===== src/rtl/coinc_acq_ctrl.sv =====
// coinc_acq_ctrl: acquisition sequencer (clear, gate, settle, snapshot, drain).
// Define COINC_ACQ_CONTINUOUS_EN to rerun measurements back-to-back until Stop.
module coinc_acq_ctrl #(
    parameter  int NCHAN   = 5,
    parameter  int NBITS   = 6,
    localparam int NPAIRS  = NCHAN*(NCHAN-1)/2,
    parameter  int WBITS   = 16,
    parameter  int NSETTLE = 4
) (
    input  logic                          Clk,
    input  logic                          Rst_n,
    input  logic                          Start,
    input  logic                          Stop,
    input  logic [WBITS-1:0]              Window,
    input  logic [NPAIRS-1:0][NBITS-1:0]  Counts,
    output logic                          DetClr,
    output logic                          DetEn,
    output logic                          Busy,
    output logic                          OutValid,
    input  logic                          OutReady,
    output logic [NBITS-1:0]              OutData,
    output logic [$clog2(NPAIRS)-1:0]     OutIdx,
    output logic                          OutLast,
    output logic                          Done
);

    localparam int IW = $clog2(NPAIRS);
    localparam logic [IW-1:0] LAST_IDX = IW'(NPAIRS-1);

    typedef enum logic [2:0] {
        S_IDLE,
        S_CLEAR,
        S_COUNT,
        S_SETTLE,
        S_SNAP,
        S_DRAIN
    } state_t;

`ifdef COINC_ACQ_CONTINUOUS_EN
    localparam state_t S_AFTER = S_CLEAR;
`else
    localparam state_t S_AFTER = S_IDLE;
`endif

    state_t                       state_q, state_d;
    logic [WBITS-1:0]             win_q, win_d;
    logic [WBITS-1:0]             cnt_q, cnt_d;
    logic [IW-1:0]                idx_q, idx_d;
    logic [NPAIRS-1:0][NBITS-1:0] shadow_q, shadow_d;
    logic                         done_q, done_d;

    always_ff @(posedge Clk or negedge Rst_n) begin
        if (!Rst_n) begin
            state_q  <= S_IDLE;
            win_q    <= '0;
            cnt_q    <= '0;
            idx_q    <= '0;
            shadow_q <= '0;
            done_q   <= 1'b0;
        end else begin
            state_q  <= state_d;
            win_q    <= win_d;
            cnt_q    <= cnt_d;
            idx_q    <= idx_d;
            shadow_q <= shadow_d;
            done_q   <= done_d;
        end
    end

    // One down-counter serves both the gate window and the settle flush.
    always_comb begin
        state_d  = state_q;
        win_d    = win_q;
        cnt_d    = cnt_q;
        idx_d    = idx_q;
        shadow_d = shadow_q;
        done_d   = 1'b0;
        unique case (state_q)
            S_IDLE: begin
                if (Start) begin
                    win_d   = Window;
                    state_d = S_CLEAR;
                end
            end
            S_CLEAR: begin
                if (win_q == '0) begin
                    cnt_d   = WBITS'(NSETTLE);
                    state_d = S_SETTLE;
                end else begin
                    cnt_d   = win_q;
                    state_d = S_COUNT;
                end
            end
            S_COUNT: begin
                cnt_d = cnt_q - 1'b1;
                if (cnt_q == WBITS'(1)) begin
                    cnt_d   = WBITS'(NSETTLE);
                    state_d = S_SETTLE;
                end
            end
            S_SETTLE: begin
                cnt_d = cnt_q - 1'b1;
                if (cnt_q == WBITS'(1)) begin
                    state_d = S_SNAP;
                end
            end
            S_SNAP: begin
                shadow_d = Counts;
                idx_d    = '0;
                state_d  = S_DRAIN;
            end
            S_DRAIN: begin
                if (OutReady) begin
                    if (idx_q == LAST_IDX) begin
                        idx_d   = '0;
                        done_d  = 1'b1;
                        state_d = S_AFTER;
                    end else begin
                        idx_d = idx_q + 1'b1;
                    end
                end
            end
            default: state_d = S_IDLE;
        endcase
        if (Stop) begin
            state_d = S_IDLE;
            win_d   = win_q;
            done_d  = 1'b0;
        end
    end

    assign DetClr   = (state_q == S_CLEAR);
    assign DetEn    = (state_q == S_COUNT);
    assign Busy     = (state_q != S_IDLE);
    assign OutValid = (state_q == S_DRAIN);
    assign OutData  = shadow_q[idx_q];
    assign OutIdx   = idx_q;
    assign OutLast  = OutValid && (idx_q == LAST_IDX);
    assign Done     = done_q;

endmodule

===== config.mk =====
export PLATFORM = sky130hd
export DESIGN_NAME = coinc_acq_ctrl
export DESIGN_NICKNAME = d
export VERILOG_FILES = /design/src/rtl/coinc_acq_ctrl.sv
export SDC_FILE = /design/constraint.sdc
export NUM_CORES = 1
export LEC_CHECK = 0
export CAP_MARGIN = 20
export CORE_ASPECT_RATIO = 1.1
export CORE_UTILIZATION = 35
export CTS_CLUSTER_SIZE = 16
export DETAILED_ROUTE_END_ITERATION = 10
export GPL_TIMING_DRIVEN = 1
export SYNTH_ARGS = -nofsm -noshare
export SYNTH_HDL_FRONTEND = slang
export SYNTH_SLANG_ARGS = --single-unit

===== constraint.sdc =====
create_clock -name Clk -period 2 [get_ports Clk]
set_input_delay 0.4 -clock Clk [delete_from_list [all_inputs] [get_ports Clk]]
set_output_delay 0.4 -clock Clk [all_outputs]
set_load 0.01 [all_outputs]

# After elaboration in Yosys (flattened, before gate mapping)
# Index checks and enable logic that the tools add are counted.
[word_totals]
reg_bits = 100
inputBits = 81
output_inout_bits = 16
word_cells = 61
[classes]
add_sub_neg = 2
magnitude_cmp = 1
n_eq_ne = 13
mux = 20
n_bitwise = 1
reduce_logical = 9
[ops]
columns = ["op", "count"]
rows = [
  ["$pmux 16 s3", 1],
  ["$mux 16", 2],
  ["$bmux 6 s4", 1],
  ["$mux 3", 6],
  ["$pmux 3 s6", 1],
  ["$eq 16x1->1 const B", 1],
  ["$logic_not 16->1", 1],
  ["$sub 16x1->16 const B", 1],
  ["$ne 3x2->1 const B", 3],
  ["$mux 4", 2],
  ["$pmux 4 s2", 1],
  ["$eq 3x2->1 const B", 2],
  ["$eq 3x3->1 const B", 2],
  ["$mux 6", 1],
  ["$ne 3x3->1 const B", 2],
  ["$reduce_bool 3->1", 2],
  ["$lt 4x5->1 const B", 1],
  ["$mux 1", 5],
  ["$reduce_and 5->1", 1],
  ["$add 4x1->4 const B", 1],
  ["$eq 4x4->1 const B", 1],
  ["$eq 3x1->1 const B", 1],
  ["$logic_not 3->1", 1],
  ["$reduce_and 3->1", 1],
  ["5 further kinds", 5],
]

# Logic depth before layout (Yosys ltp)
[logic_depth]
depth_word = 5
depth_mapped = 8
depth_no_buf = 7

# Worst setup path after synthesis
# OpenSTA, ideal clock, no wires.
[synth_timing]
kind = "register -> output"
from = "register idx_q[0] (netlist: OutIdx[0])"
to = "output port OutData[3]"
t_arrival_ns = 1.653
required_time_ns = 1.600
path_slack_ns = -0.053
stages_incl_launch_ff = 5
path_buffers = 1
cell_sequence = "dfrtp_1 > clkbuf_1 > mux4_2 > nand3_1 > o21ai_0"
[synth_via]
elab_chain_cells = 2
[synth_rtl]
columns = ["item", "line_no", "rtl"]
rows = [
  ["start, declared", "48", "logic [IW-1:0] idx_q, idx_d;"],
  ["start signal, assigned", "64", "idx_q <= idx_d;"],
  ["$bmux 6 s4", "136", "assign OutData = shadow_q[idx_q];"],
  ["$mux 6 (not written as such)", "136", ""],
  ["end, declared", "21", "output logic [NBITS-1:0] OutData,"],
]
# Every way passes these cells. The select of a mux whose other input is x is not followed.

# Worst setup path in the final report
[layout_timing]
from = "register idx_q[0] (netlist: OutIdx[0])"
to = "output port OutData[4]"
# The elaborated chain is that of the path after synthesis.

==> key figures <==
STA
  • Worst slew pin tran: 0.568 ns
  • Setup tns final: -1.18 ns
  • Unrepaired setup endpoints after global routing: yes
  • Fmax: 452 MHz
  • Slew margin rel.: 61.8%
  • Slew Limit Fails: 0
  • Clock skew: 0.00591 ns
  • Slack of the critical path: -0.211 ns
  • Period minus WS final: 2.21 ns
  • Final setup vio count: 9
  • Final Hold Viols: 0
  • Post-route clock period utilization: 111%

Clock network
  • Hold Buf Count CTS: 0
  • Clk Latency, worst-skew pair: 0.35 ns
  • CTS Buf Count: 9
  • Clock sinks: 100
  • CTS tree: built
  • H-tree depth: 3
  • Reg clk slew, reported paths: 0.07 ns
  • CTS root buffer: clkbuf_16
  • Clk buf depth: 2

Final layout
  • Fin area: 0.00695 sq mm
  • Syn-to-layout area delta: 41.8%
  • Diode count: 0
  • Fillers: 1,220
  • Fin nets: 632
  • Layout cells sized above 1: 38.6%

Power and ir drop
  • Static leakage: 3.00 nW
  • Final Total Pwr: slightly below 10 mW
  • Worst VDD drop: roughly 0.00067 V
  • Power Dens Cells: 1410 mW/mm^2

Global route
  • Initial antenna violation count: 1
  • Remaining Overflow, GRT: 0
  • Vias in the first global route: 4,099
  • Pin count of the biggest net entering global routing: 61
  • GR Util All Layers: 18.7%
  • First-pass GRT wire length: 20,600 microns

Flow run
  • MaxCap Viol Count: 0

Synthesis
  • Synth top cells by count: 100 x dfrtp_1, 78 x mux2_2, 22 x nor2_1, 21 x nand2_1, 19 x o21ai_0
  • Sequential share of the synthesized area: 51.1%
  • Ys async rst share: between 90% and 100%
  • Synth Instances: 401
  • Distinct cells, synth: between 50 and 60
  • Syn_area_per_cell: 12.2 sq um
  • Post-synth EDFFs: 0
  • Most instantiated library cell after synthesis: dfrtp_1
  • Synth area leader: dfrtp_1
  • Synth warnings: 0
  • Syn Nets: 486
  • Yosys top cell area share: 51.1%
  • Post-synth top flop: dfrtp_1
  • Register bit total from synthesis: 100
  • Mapped Area: 0.00490 sq mm
  • Top cells by area, synth: dfrtp_1 51%, mux2_2 18%, mux4_2 5.5%

Critical path
  • Crit. End Element: output port
  • Worst Setup EP: OutData[4]
  • Critical Path AT: 1.81 ns
  • CP startpoint kind: flip-flop
  • Crit. Startpoint: OutIdx[0]$_DFFE_PN0P_
  • Worst setup path class: reg -> out
  • Setup slack, reg-to-reg: -0.01 ns
  • Worst r2r dst: cnt_q[13]$_DFFE_PN0P_
  • CP Data Required Time: between 1.5 and 2 ns
  • R2R cell count: 5
  • R2r startpoint: cnt_q[2]$_DFFE_PN0P_
  • Critical path fanouts, max: 7

Die
  • Chip Width: 115 microns
  • Starting Density: 36.5%
  • Die H: about 130 microns
  • Core area: around 0.013 sq mm
  • IO Pins: 97
  • Die area: 0.0145 sq mm
  • Row count: 44

Place
  • Placer Congestion: 0.850
  • Port-buffer cells: 96
  • Post-DP Area: roughly 0.0064 sq mm
  • Half-perimeter wire length after placement: between 8000 and 9000 microns
  • Post-Place Setup Slack: -0.264 ns

Run status
  • Status: finished, violations left
  • Violated checks: setup timing

Worst hold path
  • Min-delay worst type: in -> async

Detailed routing
  • Total number of vias: 3,832
  • Initial drt markers: 140
  • # DRC: 0
  • Final WL: 12,500 microns
  • Total iterations of the first detailed-routing run: 5
  • Post-route antenna net violation count: 0
  • Per-cell routed wire length: 16.9 microns
  • Post-DR vias/cell: around 5.2
[how the worst min path moves through the flow]
| stage | start | end | depth (start not counted) |
|---|---|---|---|
| floorplan | Rst_n | Done$_DFF_PN0_ | 0 |
| global placement | Rst_n | cnt_q[1]$_DFFE_PN0P_ | 1 |
| detailed placement | Rst_n | cnt_q[0]$_DFFE_PN0P_ | 1 |
| CTS | Rst_n | win_q[5]$_DFFE_PN0P_ | 1 |
| global route | Rst_n | win_q[5]$_DFFE_PN0P_ | 1 |
| finish | Rst_n | win_q[14]$_DFFE_PN0P_ | 1 |
[sequential cells by signal, summed over array words and instances (netlist names)]
register and flops:
shadow_q 60, cnt_q 16, win_q 16, OutIdx 4
state_q 3, Done 1
[layout by cell type (no fill, tap or decap), types with 5 or more instances in the layout]
| cell type | count |
|---|---|
| a21oi_1 | 9 |
| a21oi_2 | 6 |
| buf_12 | 8 |
| buf_2 | 7 |
| buf_4 | 52 |
| clkbuf_16 | 9 |
| clkdlybuf4s50_1 | 83 |
| dfrtp_1 | 95 |
| dfrtp_2 | 5 |
| inv_1 | 12 |
| mux2_2 | 78 |
| mux2i_1 | 6 |
| mux4_2 | 12 |
| nand2_1 | 19 |
| nand2b_1 | 5 |
| nand3_1 | 8 |
| nor2_1 | 19 |
| nor3_1 | 8 |
| nor4_1 | 8 |
| o21ai_0 | 13 |
[critical path, cell delays in order, from the launching register on]
cell,delay (ns)
dfrtp_2,0.43
buf_12,0.15
mux4_2,0.50
a21oi_2,0.15
o21ai_2,0.08
buf_2,0.15
[per-layer routing]
metal	vias up	routed length, microns	global-route usage [%]
met1	1913	4870	21.5
met4	2	294	6.42
li1	1773	-	-
met3	26	906	7.27
met5	-	13	0
met2	118	6390	31.5
[final cells by class]
cell class | instances | area, sq um | share of cell area, %
flip-flops and latches | 100 | 2510 | 36.1
multi-input cells | 266 | 2360 | 34.0
repair buffers | 158 | 1500 | 21.6
well taps | 184 | 230 | 3.31
clock buffers | 9 | 225 | 3.24
clock inverters | 7 | 81.3 | 1.17
inverters | 12 | 45.0 | 0.648
[power breakdown]
group	total [mW]	internal, mW	switching [mW]
sequential	3.70	2.96	0.736
clock	1.82	0.991	0.825
combinational	4.30	2.51	1.80
total	9.82	6.46	3.36
[through the flow]
step                      utilization, %  cells  hold slack (ns)
after global placement              47.7    704            0.415
after detailed placement            47.7    704            0.418
after floorplan                        -    401            0.104
final                               51.7    736           0.0232
after global routing                51.7    736           0.0580
after CTS                           51.0    731           0.0369
[repair_timing]
item | in CTS | in global routing
setup endpoints to repair | 14 | 19
resized for setup | 61 | 17
pin swaps | 10 | 14
buffers inserted | 10 | 6
gates cloned | 1 | 0
[logic make-up (layout without fill, tap and decap cells)]
family / count (synthesis) / after routing / share of synthesized area, %
mux: 97 / 97 / 24.9
simple gates: 95 / 95 / 10.2
flops: 100 / 100 / 51.1
compound gates: 68 / 68 / 9.12
buf+inv: 35 / 186 / 3.40
fa+ha+maj: 4 / 4 / 1.02
xor+xnor: 2 / 2 / 0.358
Note: power is estimated with default switching activity, not from simulation.
